### src/rtl/int_out_ctrl.sv
// int_out_ctrl: line sequencer for the interpolator output stage (issue, pipeline tracking, output handshake).
// Define INT_OUT_STALL_CNT_EN to build the saturating backpressure stall counter behind STALL_CNT.
module int_out_ctrl #(
    parameter int NUM_LINES = 8,
    parameter int PIPE_LAT  = 2
) (
    input  logic        CLK,
    input  logic        RST_ASYNC,
    input  logic        START,
    input  logic        IN_VALID,
    output logic        IN_READY,
    output logic        PIPE_EN,
    output logic        OUT_WRITE_EN,
    output logic        OUT_VALID,
    input  logic        OUT_READY,
    output logic [7:0]  LINE_IDX,
    output logic        BUSY,
    output logic        DONE,
    output logic [15:0] STALL_CNT
);

    // state    | meaning
    // ST_IDLE  | waiting for START, counters hold their last block values
    // ST_RUN   | accepting lines until NUM_LINES have been issued
    // ST_FLUSH | all lines issued, draining pipeline and output register
    typedef enum logic [1:0] {
        ST_IDLE  = 2'd0,
        ST_RUN   = 2'd1,
        ST_FLUSH = 2'd2
    } state_t;

    localparam logic [7:0] LINES_CNT = 8'(NUM_LINES);
    localparam logic [7:0] LAST_IDX  = 8'(NUM_LINES - 1);

    state_t              state_q, state_d;
    logic [7:0]          issue_cnt_q, issue_cnt_d;
    logic [7:0]          retire_cnt_q, retire_cnt_d;
    logic [7:0]          line_idx_q, line_idx_d;
    logic [PIPE_LAT-1:0] vld_q, vld_d;
    logic                out_valid_q, out_valid_d;
    logic                done_q, done_d;

    logic busy;
    logic adv;
    logic in_ready;
    logic accept;
    logic write_en;
    logic consume;
    logic last_consume;
    logic start_blk;

    always_comb begin
        busy         = (state_q != ST_IDLE);
        adv          = !(out_valid_q && !OUT_READY);
        in_ready     = (state_q == ST_RUN) && adv && (issue_cnt_q < LINES_CNT);
        accept       = IN_VALID && in_ready;
        write_en     = adv && vld_q[PIPE_LAT-1];
        consume      = out_valid_q && OUT_READY;
        last_consume = consume && (retire_cnt_q == LAST_IDX);
        // DONE is high for the first IDLE cycle; a START landing on it must not relaunch
        start_blk    = (state_q == ST_IDLE) && START && !done_q;
    end

    always_comb begin
        state_d = state_q;
        case (state_q)
            ST_IDLE: begin
                if (start_blk) begin
                    state_d = ST_RUN;
                end
            end
            ST_RUN: begin
                if (accept && (issue_cnt_q == LAST_IDX)) begin
                    state_d = ST_FLUSH;
                end
            end
            ST_FLUSH: begin
                if (last_consume) begin
                    state_d = ST_IDLE;
                end
            end
            default: state_d = ST_IDLE;
        endcase
    end

    always_comb begin
        issue_cnt_d  = issue_cnt_q;
        retire_cnt_d = retire_cnt_q;
        line_idx_d   = line_idx_q;
        vld_d        = vld_q;
        out_valid_d  = out_valid_q;
        done_d       = last_consume;

        if (start_blk) begin
            issue_cnt_d  = '0;
            retire_cnt_d = '0;
            line_idx_d   = '0;
            vld_d        = '0;
        end else begin
            if (accept) begin
                issue_cnt_d = issue_cnt_q + 8'd1;
            end
            if (consume) begin
                retire_cnt_d = retire_cnt_q + 8'd1;
                if (!last_consume) begin
                    line_idx_d = line_idx_q + 8'd1;
                end
            end
            // Valid tags move in lockstep with the filter stages, so they freeze on a stall
            if (adv && busy) begin
                for (int i = PIPE_LAT - 1; i > 0; i--) begin
                    vld_d[i] = vld_q[i-1];
                end
                vld_d[0] = accept;
            end
        end

        if (write_en) begin
            out_valid_d = 1'b1;
        end else if (consume) begin
            out_valid_d = 1'b0;
        end
    end

    always_ff @(posedge CLK or posedge RST_ASYNC) begin
        if (RST_ASYNC) begin
            state_q      <= ST_IDLE;
            issue_cnt_q  <= '0;
            retire_cnt_q <= '0;
            line_idx_q   <= '0;
            vld_q        <= '0;
            out_valid_q  <= 1'b0;
            done_q       <= 1'b0;
        end else begin
            state_q      <= state_d;
            issue_cnt_q  <= issue_cnt_d;
            retire_cnt_q <= retire_cnt_d;
            line_idx_q   <= line_idx_d;
            vld_q        <= vld_d;
            out_valid_q  <= out_valid_d;
            done_q       <= done_d;
        end
    end

`ifdef INT_OUT_STALL_CNT_EN
    logic [15:0] stall_cnt_q, stall_cnt_d;

    always_comb begin
        stall_cnt_d = stall_cnt_q;
        if (start_blk) begin
            stall_cnt_d = '0;
        end else if (out_valid_q && !OUT_READY && (stall_cnt_q != 16'hFFFF)) begin
            stall_cnt_d = stall_cnt_q + 16'd1;
        end
    end

    always_ff @(posedge CLK or posedge RST_ASYNC) begin
        if (RST_ASYNC) begin
            stall_cnt_q <= '0;
        end else begin
            stall_cnt_q <= stall_cnt_d;
        end
    end

    assign STALL_CNT = stall_cnt_q;
`else
    assign STALL_CNT = 16'h0000;
`endif

    assign IN_READY     = in_ready;
    assign PIPE_EN      = adv && busy;
    assign OUT_WRITE_EN = write_en;
    assign OUT_VALID    = out_valid_q;
    assign LINE_IDX     = line_idx_q;
    assign BUSY         = busy;
    assign DONE         = done_q;

endmodule

### config.mk
export PLATFORM = sky130hd
export DESIGN_NAME = int_out_ctrl
export DESIGN_NICKNAME = d
export VERILOG_FILES = /design/src/rtl/int_out_ctrl.sv
export SDC_FILE = /design/constraint.sdc
export NUM_CORES = 1
export LEC_CHECK = 0
export CORE_AREA = 2 2 58 60
export CTS_BUF_LIST = sky130_fd_sc_hd__clkbuf_8
export DETAILED_ROUTE_END_ITERATION = 16
export DIE_AREA = 0 0 60 62
export PLACE_DENSITY = 0.92
export SETUP_SLACK_MARGIN = 0.5
export SYNTH_ARGS = -nofsm -noshare
export SYNTH_HDL_FRONTEND = slang
export SYNTH_SLANG_ARGS = --single-unit
### constraint.sdc
create_clock -name CLK -period 2.3 [get_ports CLK]
set_clock_uncertainty 0.15 [all_clocks]
set_input_delay 0.23 -clock CLK [delete_from_list [all_inputs] [get_ports CLK]]
set_output_delay 0.23 -clock CLK [all_outputs]
set_load 0.005 [all_outputs]
### Yosys cells after proc, flatten, opt, wreduce, memory -nomap -nowiden

Index checks and enable logic that the tools add are counted.

| storage, ports and cells | value |
|---|---|
| word-level logic and storage cells | 56 |
| output and inout bits | 30 |
| flip-flop bits (word level) | 30 |
| input port bits | 5 |

| cells by class | value |
|---|---|
| add/subtract/negate cells | 3 |
| reductions and logical operators | 22 |
| multiplexer cells | 15 |
| equality and inequality tests | 8 |
| $lt $le $gt $ge | 1 |

Operators with widths:

| cell | count |
|---|---|
| $mux 8 | 7 |
| $add 8x1->8 const B | 3 |
| $eq 8x3->1 const B | 2 |
| $logic_and 1x1->1 | 11 |
| $mux 2 | 5 |
| $reduce_bool 2->1 | 5 |
| $lt 8x4->1 const B | 1 |
| $pmux 2 s3 | 1 |
| $ne 2x1->1 const B | 2 |
| $ne 2x2->1 const B | 2 |
| $logic_not 1->1 | 3 |
| $reduce_and 3->1 | 1 |
| $eq 2x1->1 const B | 1 |
| $eq 2x2->1 const B | 1 |
| $logic_not 2->1 | 1 |
| $mux 1 | 2 |
| $reduce_and 2->1 | 1 |

### Longest topological paths before layout

| depth | value |
|---|---|
| word-level depth | 9 |
| gate-level depth with buffers | 5 |
| depth with buffers taken out | 5 |

### Least setup slack after synthesis

Ideal clock, no wire load.

| timing | value |
|---|---|
| path type | register -> register |
| start point | register retire_cnt_q[4] |
| end point | register line_idx_q[7] (netlist: LINE_IDX[7]) |
| clock period less this slack | 1.806 ns |
| arrival | 1.537 ns |
| path buffers | 0 |
| setup slack | 0.494 ns |
| library setup time | 0.119 ns |
| cell stages (with the launch flop) | 5 |
| data required time | 2.031 ns |
| cells stage by stage | dfrtp_1 -> or4_4 -> o31ai_4 -> nor4_1 -> o21a_1 |

| on the way | value |
|---|---|
| cells in the longest elaborated chain, start to end | 4 |

RTL lines:

| what | RTL line | source |
|---|---|---|
| start, declared | 37 | `logic [7:0] retire_cnt_q, retire_cnt_d;` |
| start signal, assigned | 137 | `retire_cnt_q <= retire_cnt_d;` |
| $eq 8x3->1 | 59 | `last_consume = consume && (retire_cnt_q == LAST_IDX);` |
| $logic_and 1x1->1 | 59 |  |
| $ne 2x1->1 (no source line) | -- |  |
| $reduce_and 2->1 (no source line) | -- |  |
| end signal, assigned | 138 | `line_idx_q <= line_idx_d;` |
| end, declared | 38 | `logic [7:0] line_idx_q, line_idx_d;` |

Every way passes these cells.
A chain may end at the register's enable or synchronous reset.

### Worst setup path after layout

| timing | value |
|---|---|
| start point | register issue_cnt_q[6] |
| end point | output IN_READY |

| on the way | value |
|---|---|
| cells in the longest elaborated chain, start to end | 2 |

RTL lines:

| what | RTL line | source |
|---|---|---|
| start, declared | 36 | `logic [7:0] issue_cnt_q, issue_cnt_d;` |
| start signal, assigned | 136 | `issue_cnt_q <= issue_cnt_d;` |
| $lt 8x4->1 | 55 | `in_ready = (state_q == ST_RUN) && adv && (issue_cnt_q < LINES_CNT);` |
| $logic_and 1x1->1 | 55 |  |
| end, declared | 11 | `output logic IN_READY,` |

Every way passes these cells.

==> reports/qor.yml <==
dr.pass1.iters: 6
holdBufCountCts: 0
start_kind: "register"
synth_top_family_by_area: "simple AND/OR/NAND/NOR gates"
syn_to_final_growth_pct: 25.78
period_needed_ns: 1.941
cellPowerDensity_nw_per_um2: 994.6
worstSetupEndpointType: "output port"
clkTransAtPathRegs_ns: 0.06
wl_per_cell_um: 14.10
drv_slew: 0
dp.cells: 220
finish.utilization: 0.6222
antenna_found_initial: 0
fillers: 259
grt_pass1_wl_um: 5244
finalSetupTns_ns: 0
p_leak_nw: 0.9008
fmax_mhz: 515.2
synthFlopType: "dfrtp_1"
syn_inst: 156
synth_compound_area_frac: 0.1146
synth-simple-area-share: 0.2347
die_h_um: 62
crit_type: "register to output port"
grt_max_degree: 31
final_antenna_net_count: 0
dp_hpwl_um: 2024
cts_buffer_depth: 2
portBuffers: 18
num_antenna_cells: 0
syn_area_um2: 1573
initial_core_util: 0.4947
yosys_warnings: 0
place.gp.congestion: 0.7374
via_per_inst: 5.261
ys_seq_elements: 30
final_cell_mix: "dfrtp_1 (29), conb_1 (16), clkdlybuf4s50_1 (14)"
synth-xor-area-share: 0.03898
cp_data_arrival_time_ns: 1.56
postSynth.asyncResetShare: 1.000
insertion_delay_ns: 0.29
hold_class: "input port to asynchronous set/reset pin"
cts-htree-levels: 2
whs_ns: 0.1776
seq_area_frac_synth: 0.4773
final-hold-violation-count: 0
cts_made_buffers: 5
cp_data_required_time_ns: 1.92
use_met3: 0.05383
top_usage_layer: "met2"
drt_iter0_markers: 54
final_common_cell: "dfrtp_1"
setup_viol: 0
drv_cap: 0
dieArea_um2: 3720
use_met1: 0.2308
fin_cells: 238
drt-total-wl_um: 3355
synthMuxAreaShare: 0.01273
boundaryPins: 35
grt_usage: 0.1999
synthAdderAreaFrac: 0.02387
synth_edf_count: 0
period_share: 0.8439
ys_types: 37
grt_setup_unrepaired: "true"
overflow: 0
run_status: "finished, final reports clean"
cts-root-buf: "clkbuf_8"
rows: 21
coreArea_um2: 3179
syn_area_per_cell_um2: 10.08
critPathMaxFanout: 2
drc: 0
first_global_vias: 1153
cts_tree: "built"
dieWidth_um: 60
drive_above_1_share: 0.2448
layout.nets: 199
clock-sinks: 30
vias: 1252
grt_use_met2: 0.3245
design_power_total_mw: 1.967
vdd_ir_drop_max_mv: 0.4554
[routing by layer]
metal,wire [um],up-vias
met1,1404,623
met3,134,9
met5,0,-
met4,92,0
met2,1722,34
li1,-,586
[kinds of logic after synthesis]
family                     Yosys count
xor gates and xnor gates             7
AOI/OAI and AO/OA                   26
buffers and inverters               23
DFF                                 30
muxes                                2
other                                1
adders and majority gates            3
and+or+nand+nor                     64
[sequential cells by signal, indices dropped and copies added (netlist names)]
| register | cells |
|---|---|
| LINE_IDX | 8 |
| issue_cnt_q | 8 |
| retire_cnt_q | 8 |
| state_q | 2 |
| vld_q | 2 |
| DONE | 1 |
| OUT_VALID | 1 |
[final cells by class]
type,instances,area [um^2],area share
Clock inverter,2,8.758,0.004428
Sequential cell,30,752.0,0.3801
Clock buffer,6,82.58,0.04175
Tap cell,46,57.56,0.02910
Timing Repair Buffer,32,284.0,0.1436
Inverter,4,15.01,0.007590
Multi-Input combinational cell,118,778.2,0.3934
[repair_timing]
item / CTS / global route
resized for setup: 25 / 3
setup buffers: 9 / 1
pin swaps: 14 / 11
endpoints found under the setup margin: 14 / 17
[power by group]
part           switching [mW]  total (mW)  leakage [nW]  internal [mW]
logic                   0.359       0.748         0.451          0.389
registers               0.136       0.787         0.398          0.651
clock network           0.196       0.432        0.0524          0.236
[stage by stage]
stage | area (um^2) | setup slack, ns
2_1_floorplan | 1629 | 0.4941
3_3_place_gp | 1768 | 0.1716
3_5_place_dp | 1768 | 0.1518
4_1_cts | 1967 | 0.2881
5_1_grt | 1978 | 0.2666
6_report | 1978 | 0.3589
[final timing paths]
kind	start	to	slack, ns	cells after the start
max	issue_cnt_q[6]	IN_READY	0.36	3
max in group asynchronous	RST_ASYNC	state_q[0]	1.51	3
min	RST_ASYNC	LINE_IDX[7]	0.18	3
min in group CLK	issue_cnt_q[5]	issue_cnt_q[5]	0.36	1
min reg2reg	issue_cnt_q[5]	issue_cnt_q[5]	0.36	1
max reg2reg	issue_cnt_q[6]	state_q[0]	0.36	5
[critical path, stage by stage, from the launching register on]
cell and delay, ns:
dfrtp_1 0.38, or4_4 0.55, nor4_4 0.18, buf_2 0.16
[synth_stat cells (3+ instances only)]
| cell | count | area share |
|---|---|---|
| a21oi_1 | 9 | 0.029 |
| buf_4 | 16 | 0.076 |
| dfrtp_1 | 30 | 0.48 |
| ha_1 | 3 | 0.024 |
| inv_1 | 4 | 0.0095 |
| nand2_1 | 13 | 0.031 |
| nand2b_1 | 4 | 0.016 |
| nand3_1 | 7 | 0.022 |
| nand4_1 | 4 | 0.016 |
| nor2_1 | 9 | 0.021 |
| nor2b_1 | 5 | 0.020 |
| o21ai_0 | 10 | 0.032 |
| or3_1 | 4 | 0.016 |
| xnor2_1 | 3 | 0.017 |
| xor2_1 | 4 | 0.022 |
No activity file was read; power rests on OpenSTA's default activity.
